--- src/rtl/freq_meter.sv ---
// Counts synchronised rising edges of sig_in in BCD over a GATE_CYCLES window, then latches the count and strobes valid.
// Latency: edge counted 2 clk after sampling, result one cycle after gate end; no backpressure, valid is a one-cycle strobe.
module freq_meter #(
    parameter int GATE_CYCLES = 100_000_000,
    parameter int DIGITS      = 4
) (
    input  logic                  clk,
    input  logic                  rst_n,
    input  logic                  en,
    input  logic                  sig_in,
    output logic [4*DIGITS-1:0]   freq_bcd,
    output logic                  overflow,
    output logic                  valid
);

    localparam int             G_W    = $clog2(GATE_CYCLES);
    localparam logic [G_W-1:0] G_LAST = G_W'(GATE_CYCLES - 1);

    logic                r_s1;
    logic                r_s2;
    logic                r_s3;
    logic [G_W-1:0]      r_g;
    logic [4*DIGITS-1:0] r_cnt;
    logic                r_ovf_run;

    logic                w_edge;
    logic                w_gate_end;
    logic                w_carry;
    logic                w_all9;
    logic                w_sat;
    logic [4*DIGITS-1:0] w_cnt_inc;
    logic [4*DIGITS-1:0] w_cnt_next;

    always_ff @(posedge clk or negedge rst_n) begin
        if (!rst_n) begin
            r_s1 <= 1'b0;
            r_s2 <= 1'b0;
            r_s3 <= 1'b0;
        end else begin
            r_s1 <= sig_in;
            r_s2 <= r_s1;
            r_s3 <= r_s2;
        end
    end

    assign w_edge     = r_s2 & ~r_s3;
    assign w_gate_end = en & (r_g == G_LAST);

    // Ripple the BCD carry; a carry surviving past the top digit means every digit was 9.
    always_comb begin
        w_cnt_inc = r_cnt;
        w_carry   = 1'b1;
        for (int i = 0; i < DIGITS; i++) begin
            if (w_carry) begin
                if (r_cnt[4*i +: 4] == 4'd9) begin
                    w_cnt_inc[4*i +: 4] = 4'd0;
                end else begin
                    w_cnt_inc[4*i +: 4] = r_cnt[4*i +: 4] + 4'd1;
                    w_carry             = 1'b0;
                end
            end
        end
        w_all9 = w_carry;
    end

    assign w_sat      = w_edge & w_all9;
    assign w_cnt_next = (w_edge && !w_all9) ? w_cnt_inc : r_cnt;

    always_ff @(posedge clk or negedge rst_n) begin
        if (!rst_n) begin
            r_g       <= '0;
            r_cnt     <= '0;
            r_ovf_run <= 1'b0;
            freq_bcd  <= '0;
            overflow  <= 1'b0;
            valid     <= 1'b0;
        end else if (!en) begin
            r_g       <= '0;
            r_cnt     <= '0;
            r_ovf_run <= 1'b0;
            valid     <= 1'b0;
        end else if (w_gate_end) begin
            // The gate-end edge belongs to the closing window.
            freq_bcd  <= w_cnt_next;
            overflow  <= r_ovf_run | w_sat;
            valid     <= 1'b1;
            r_g       <= '0;
            r_cnt     <= '0;
            r_ovf_run <= 1'b0;
        end else begin
            r_g       <= r_g + G_W'(1);
            r_cnt     <= w_cnt_next;
            r_ovf_run <= r_ovf_run | w_sat;
            valid     <= 1'b0;
        end
    end

endmodule

--- config.mk ---
export PLATFORM = sky130hd
export DESIGN_NAME = freq_meter
export DESIGN_NICKNAME = d
export VERILOG_FILES = /design/src/rtl/freq_meter.sv
export SDC_FILE = /design/constraint.sdc
export NUM_CORES = 1
export LEC_CHECK = 0
export BUFFER_PORTS_ARGS = -buffer_cell sky130_fd_sc_hd__buf_2
export CAP_MARGIN = 20
export CORE_MARGIN = 5
export CORE_UTILIZATION = 30
export CTS_CLUSTER_SIZE = 14
export DETAILED_ROUTE_END_ITERATION = 7
export HOLD_SLACK_MARGIN = 0.12
export PLACE_DENSITY = 0.54
export SLEW_MARGIN = 20
export SYNTH_ARGS = -nofsm -noshare
export SYNTH_HDL_FRONTEND = slang
export SYNTH_SLANG_ARGS = --single-unit
--- constraint.sdc ---
create_clock -name clk -period 4.8 [get_ports clk]
set_input_delay 0.24 -clock clk [delete_from_list [all_inputs] [get_ports clk]]
set_output_delay 0.24 -clock clk [all_outputs]
set_load 0.02 [all_outputs]
==> metrics.yaml, run 1 <==
worst_setup_path:
  worstPathArrival_ns: 2.72
  critPathBufInv: 1
  cp_cell_sequence: "nor4b_1 -> nand4b_1 -> nor3_4 -> buf_4 -> nand2b_2 -> nor2_1"
  max_stage_delay_ns: 0.70
  worst_setup_path_end_kind: "register"
  path_class: "reg2reg"
  path_max_fanout: 39
  slowest_stage: "nand2b_2"
  crit_path_start_kind: "register"
  cp_top_family: "simple AND/OR/NAND/NOR gates"
  required_ns: 4.99
yosys:
  synth_top_area_cell: "dfrtp_1"
  yosysUniqueCellTypes: 36
  ys.flop_type: "dfrtp_1"
  async_flop_share_pct: 100
  syn-num-nets: 301
  synth_warnings: 0
  synth_edf_count: 0
  synth_most_common_cell: "dfrtp_1"
  syn_avg_cell_area_um2: 10.2
  synthCells: 296
  yosys-top-cells-count: "65 x dfrtp_1, 62 x nor2_1, 22 x xor2_1"
  synth_seq_cells: 65
  synth_area_mm2: 0.00302
  synthTopCellsByArea: "dfrtp_1 54%, nor2_1 7.7%, xor2_1 6.4%"
  synth_top_area_share_pct: 53.9
  yosysSeqAreaShare_pct: 53.9
floorplanning:
  die_area_mm2: 0.0122
  start_util_pct: 30.9
  die-width_um: 110
  num_rows: 36
  die-height_um: 110
  ios: 22
  core_mm2: 0.00977
cts:
  htreeDepth: 3
  clkSinkCount: 65
  post_cts_buffers: 0
  cts_tree: "yes"
  cts_root_buf: "clkbuf_8"
  clk_latency_ns: 0.34
  cts_buffer_depth: 2
  clk_pin_slew_ns: 0.07
  numCtsBuffers: 9
drt:
  drt_iter0_markers: 107
  drcViolationCount: 0
  viasPerCell: 4.64
  drt.antenna.violating_nets: 0
  drtPass1Iterations: 4
  wirelength_um: 5650
  wl_per_cell_um: 12.2
  vias: 2142
outcome:
  run_status: "finished clean"
sta:
  fin_skew_ns: 0.00659
  drv_slew: 0
  setup_viol: 0
  max_freq_mhz: 395
  setup_tns_ns: 0
  slew_headroom_pct: 34.3
  grt_setup_unrepaired: "no"
  holdWs_ns: 0.220
  hold_violations: 0
  setup_ws_ns: 2.27
  worstMarginPinSlew_ns: 0.972
  post-route-period-util_pct: 52.7
  min_period_ns: 2.53
layout:
  drive_gt1_share_pct: 13.7
  nFillCells: 1009
  diodes: 0
  fin_nets: 329
  syn_to_final_growth_pct: 15.7
place:
  port_buffers: 21
  hpwl_um: 3700
  gp_congestion: 0.753
  place_ws_ns: 2.17
pwr:
  power.static_leakage_nw: 1.64
  ir_drop_mv: 0.104
  p_per_area_mw_per_mm2: 309
grt:
  antenna_found_initial: 0
  grt_max_degree: 66
  overflow: 0
  grt_pass1_wl_um: 9700
  grtUsageTotal_pct: 10.3
  grt_pass1_vias: 2046
min_path:
  hold_path.class: "in2reg"
job:
  max-cap-violations: 0
[routing by layer]
layer  share of wire, %  GRT usage [%]  up-vias
li1                   -              -     1065
met1                 49           13.5     1035
met2                 45           15.7       31
met3                3.3           2.10       11
met4                2.4           6.07        0
met5                  0              0        -
[where the power goes]
group          internal [mW]  switching [mW]
logic                0.00706          0.0213
clock network          0.290           0.204
registers              0.552         0.00484
total                  0.849           0.230
[metrics by stage]
stage	instances	util [%]	power [mW]	area, um2
floorplan	296	-	0.580	3020
global placement	444	33.3	0.596	3260
detailed placement	444	33.3	0.596	3260
CTS	462	35.7	1.10	3490
global route	462	35.7	1.12	3490
finish	462	35.7	1.08	3490
[final cells by class]
class                      count  area (um2)  share of cell area (%)
clock buffer                  10         128                    3.66
clock inverter                 6        82.6                    2.37
inverter                       7        26.3                   0.753
multi-input combinational    216        1320                    37.8
sequential                    65        1630                    46.6
tap                          133         166                    4.77
timing repair buffer          25         140                    4.02
[logic make-up (layout without fill, tap and decap cells)]
logic type | after synthesis | count (layout) | synth area share [%]
AND/OR/NAND/NOR | 142 | 142 | 24.3
flip-flops | 65 | 65 | 53.9
XOR/XNOR | 31 | 31 | 9.00
AO/OA/AOI/OAI | 29 | 29 | 5.39
buffers and inverters | 15 | 48 | 2.61
multiplexers | 13 | 13 | 4.40
adder cells (fa/ha/maj) | 1 | 1 | 0.415
[path summary, 6_finish.rpt]
kind / startpoint / to / slack [ns] / cells past startpoint
max in group asynchronous: rst_n / r_cnt[8]$_DFF_PN0_ / 3.65 / 3
worst min-delay path: en / r_g[10]$_DFF_PN0_ / 0.22 / 2
worst max register to register: r_g[8]$_DFF_PN0_ / r_g[21]$_DFF_PN0_ / 2.27 / 6
worst min register to register: r_s1$_DFF_PN0_ / r_s2$_DFF_PN0_ / 0.35 / 0
worst max-delay path: r_g[8]$_DFF_PN0_ / r_g[21]$_DFF_PN0_ / 2.27 / 6
min in group asynchronous: rst_n / freq_bcd[10]$_DFFE_PN0P_ / 0.62 / 3
[sequential cells by signal, indices dropped and copies added, names as in the netlist]
register and cells:
r_ovf_run 1, r_g 27, r_cnt 16, r_s3 1, r_s2 1, overflow 1, valid 1, freq_bcd 16
r_s1 1
[worst reg2reg max path, cell delays in order (launching register included)]
cell      delay, ns
dfrtp_1        0.44
nor4b_1        0.33
nand4b_1       0.25
nor3_4         0.21
buf_4          0.33
nand2b_2       0.70
nor2_1         0.12
[cell usage in the layout (no fill, tap or decap), types with 2 or more instances in the layout]
cell type,instances
a22o_1,2
dlygate4sd3_1,2
nand4bb_1,3
clkinv_2,3
nand2_1,19
nor2_1,62
nand3_1,15
nor3_1,3
and3_1,8
mux2i_1,11
nor4bb_1,2
inv_1,7
buf_4,2
xnor2_1,9
bufinv_16,2
mux2_2,2
and2_1,6
nand4_1,8
xor2_1,22
dfrtp_1,65
buf_2,21
nor2b_1,4
nor4_4,2
and4_1,3
a21oi_1,17
a31oi_1,2
clkbuf_8,9
o21ai_0,5
[what timing repair did]
action                    in CTS  in global routing
hold endpoints to repair      66                  0
hold buffers                   2                  0
resized for setup              0                  0
No activity file was read; power rests on OpenSTA's default activity.
==> run 2, diff against run 1 <==
--- a/config.mk
+++ b/config.mk
@@ -12,7 +12,7 @@
 export CTS_CLUSTER_SIZE = 14
 export DETAILED_ROUTE_END_ITERATION = 7
 export HOLD_SLACK_MARGIN = 0.12
-export PLACE_DENSITY = 0.54
+export PLACE_DENSITY = 0.56
 export SLEW_MARGIN = 20
 export SYNTH_ARGS = -nofsm -noshare
 export SYNTH_HDL_FRONTEND = slang
==> constraint.sdc (replaced) <==
create_clock -name clk -period 2.2 [get_ports clk]
set_input_delay 0.11 -clock clk [delete_from_list [all_inputs] [get_ports clk]]
set_output_delay 0.11 -clock clk [all_outputs]
set_load 0.02 [all_outputs]
==> metrics.yaml, run 2 (same netlist as run 1, synthesis figures left out) <==
job:
  max-cap-violations: 0
floorplanning:
  start_util_pct: 30.9
  ios: 22
  die_area_mm2: 0.0122
  num_rows: 36
  core_mm2: 0.00977
  die-height_um: 110
  die-width_um: 110
sta:
  holdWs_ns: 0.349
  hold_violations: 0
  fin_skew_ns: 0.00469
  grt_setup_unrepaired: "no"
  post-route-period-util_pct: 83.6
  worstMarginPinSlew_ns: 0.668
  max_freq_mhz: 544
  min_period_ns: 1.84
  drv_slew: 0
  setup_tns_ns: 0
  setup_viol: 0
  slew_headroom_pct: 55.4
layout:
  top_register: "r_g"
  largest_reg_flops: 27
  drive_gt1_share_pct: 13.6
  ff_latch_area_mm2: 0.00163
  final_cell_mix: "65 x dfrtp_1, 62 x nor2_1, 22 x xor2_1, 21 x buf_2, 19 x nand2_1"
  multi_input_comb_area_mm2: 0.00132
  final_common_cell: "dfrtp_1"
  final_util_pct: 35.7
  syn_to_final_growth_pct: 15.6
  nFillCells: 991
  fin_nets: 335
  diodes: 0
  reg_top3: "r_g x27, freq_bcd x16, r_cnt x16"
cts:
  numCtsBuffers: 9
  clk_latency_ns: 0.33
  htreeDepth: 3
  cts_root_buf: "clkbuf_8"
  cts_hold_buffers: 3
  cts_buffer_depth: 2
  clkSinkCount: 65
  post_cts_buffers: 0
  clk_pin_slew_ns: 0.06
  ctsResizeCount: 0
  cts_tree: "yes"
worst_setup_path:
  slowest_stage: "dfrtp_1"
  r2r-start: "r_cnt[9]$_DFF_PN0_"
  cp_top_family: "simple AND/OR/NAND/NOR gates"
  path_class: "reg2reg"
  required_ns: 2.41
  max_stage_delay_ns: 0.44
  worst_setup_path_end_kind: "register"
  path_max_fanout: 7
  cp_cell_sequence: "nand4bb_1 -> nor3_1 -> and3_1 -> mux2i_1 -> a21oi_1"
  crit_path_start_kind: "register"
  worstPathArrival_ns: 2.05
  critPathBufInv: 0
  critPathLaunch: "r_cnt[9]$_DFF_PN0_"
pwr:
  power.static_leakage_nw: 1.64
  p_per_area_mw_per_mm2: 603
  ir_drop_mv: 0.302
drt:
  drcViolationCount: 0
  wirelength_um: 5540
  viasPerCell: 4.49
  wl_per_cell_um: 11.9
  drtPass1Iterations: 4
  vias: 2090
  drt.antenna.violating_nets: 0
  drt_iter0_markers: 59
place:
  hpwl_um: 3900
  gp_congestion: 0.765
  port_buffers: 21
grt:
  antenna_found_initial: 0
  overflow: 0
  grt_pass1_wl_um: 9670
  grt_pass1_vias: 2063
  grt_max_degree: 32
  grtUsageTotal_pct: 10.2
outcome:
  run_status: "finished clean"
min_path:
  hold_path.class: "in2async"
run 2: per-layer routing:
| layer | wire length [um] | GRT usage [%] | vias to the layer above |
|---|---|---|---|
| met5 | 0 | 0 | - |
| met4 | 83 | 5.01 | 0 |
| met3 | 171 | 2.33 | 5 |
| met2 | 2380 | 14.9 | 23 |
| met1 | 2900 | 14.2 | 991 |
| li1 | - | - | 1071 |
run 2: worst paths after layout:
path	endpoint	cells after the start	slack, ns
max	freq_bcd[13]$_DFFE_PN0P_	5	0.36
min	freq_bcd[9]$_DFFE_PN0P_	2	0.35
max reg2reg	freq_bcd[13]$_DFFE_PN0P_	5	0.36
min reg2reg	r_s2$_DFF_PN0_	0	0.36
max in group asynchronous	freq_bcd[6]$_DFFE_PN0P_	3	1.12
min in group clk	r_s2$_DFF_PN0_	0	0.36
run 2: stage by stage:
step / std cells / total power [mW] / instance area, um2 / setup WS [ns]
after CTS: 465 / 2.14 / 3490 / 0.340
after detailed placement: 449 / 1.31 / 3310 / 0.359
after global placement: 449 / 1.31 / 3310 / 0.370
final: 465 / 2.10 / 3490 / 0.360
after floorplan: 296 / 1.27 / 3020 / 0.451
after global routing: 465 / 2.19 / 3490 / 0.187
run 2: area by class of cell:
type | instances | share of cell area (%)
Inverter | 7 | 0.753
Clock buffer | 12 | 4.16
Sequential cell | 65 | 46.6
Multi-Input combinational cell | 216 | 37.8
Clock inverter | 1 | 0.144
Timing Repair Buffer | 31 | 5.74
Tap cell | 133 | 4.77
run 2: where the power goes:
group | switching [mW] | internal, mW
sequential | 0.0106 | 1.21
clock | 0.398 | 0.420
combinational | 0.0484 | 0.0224
total | 0.457 | 1.65
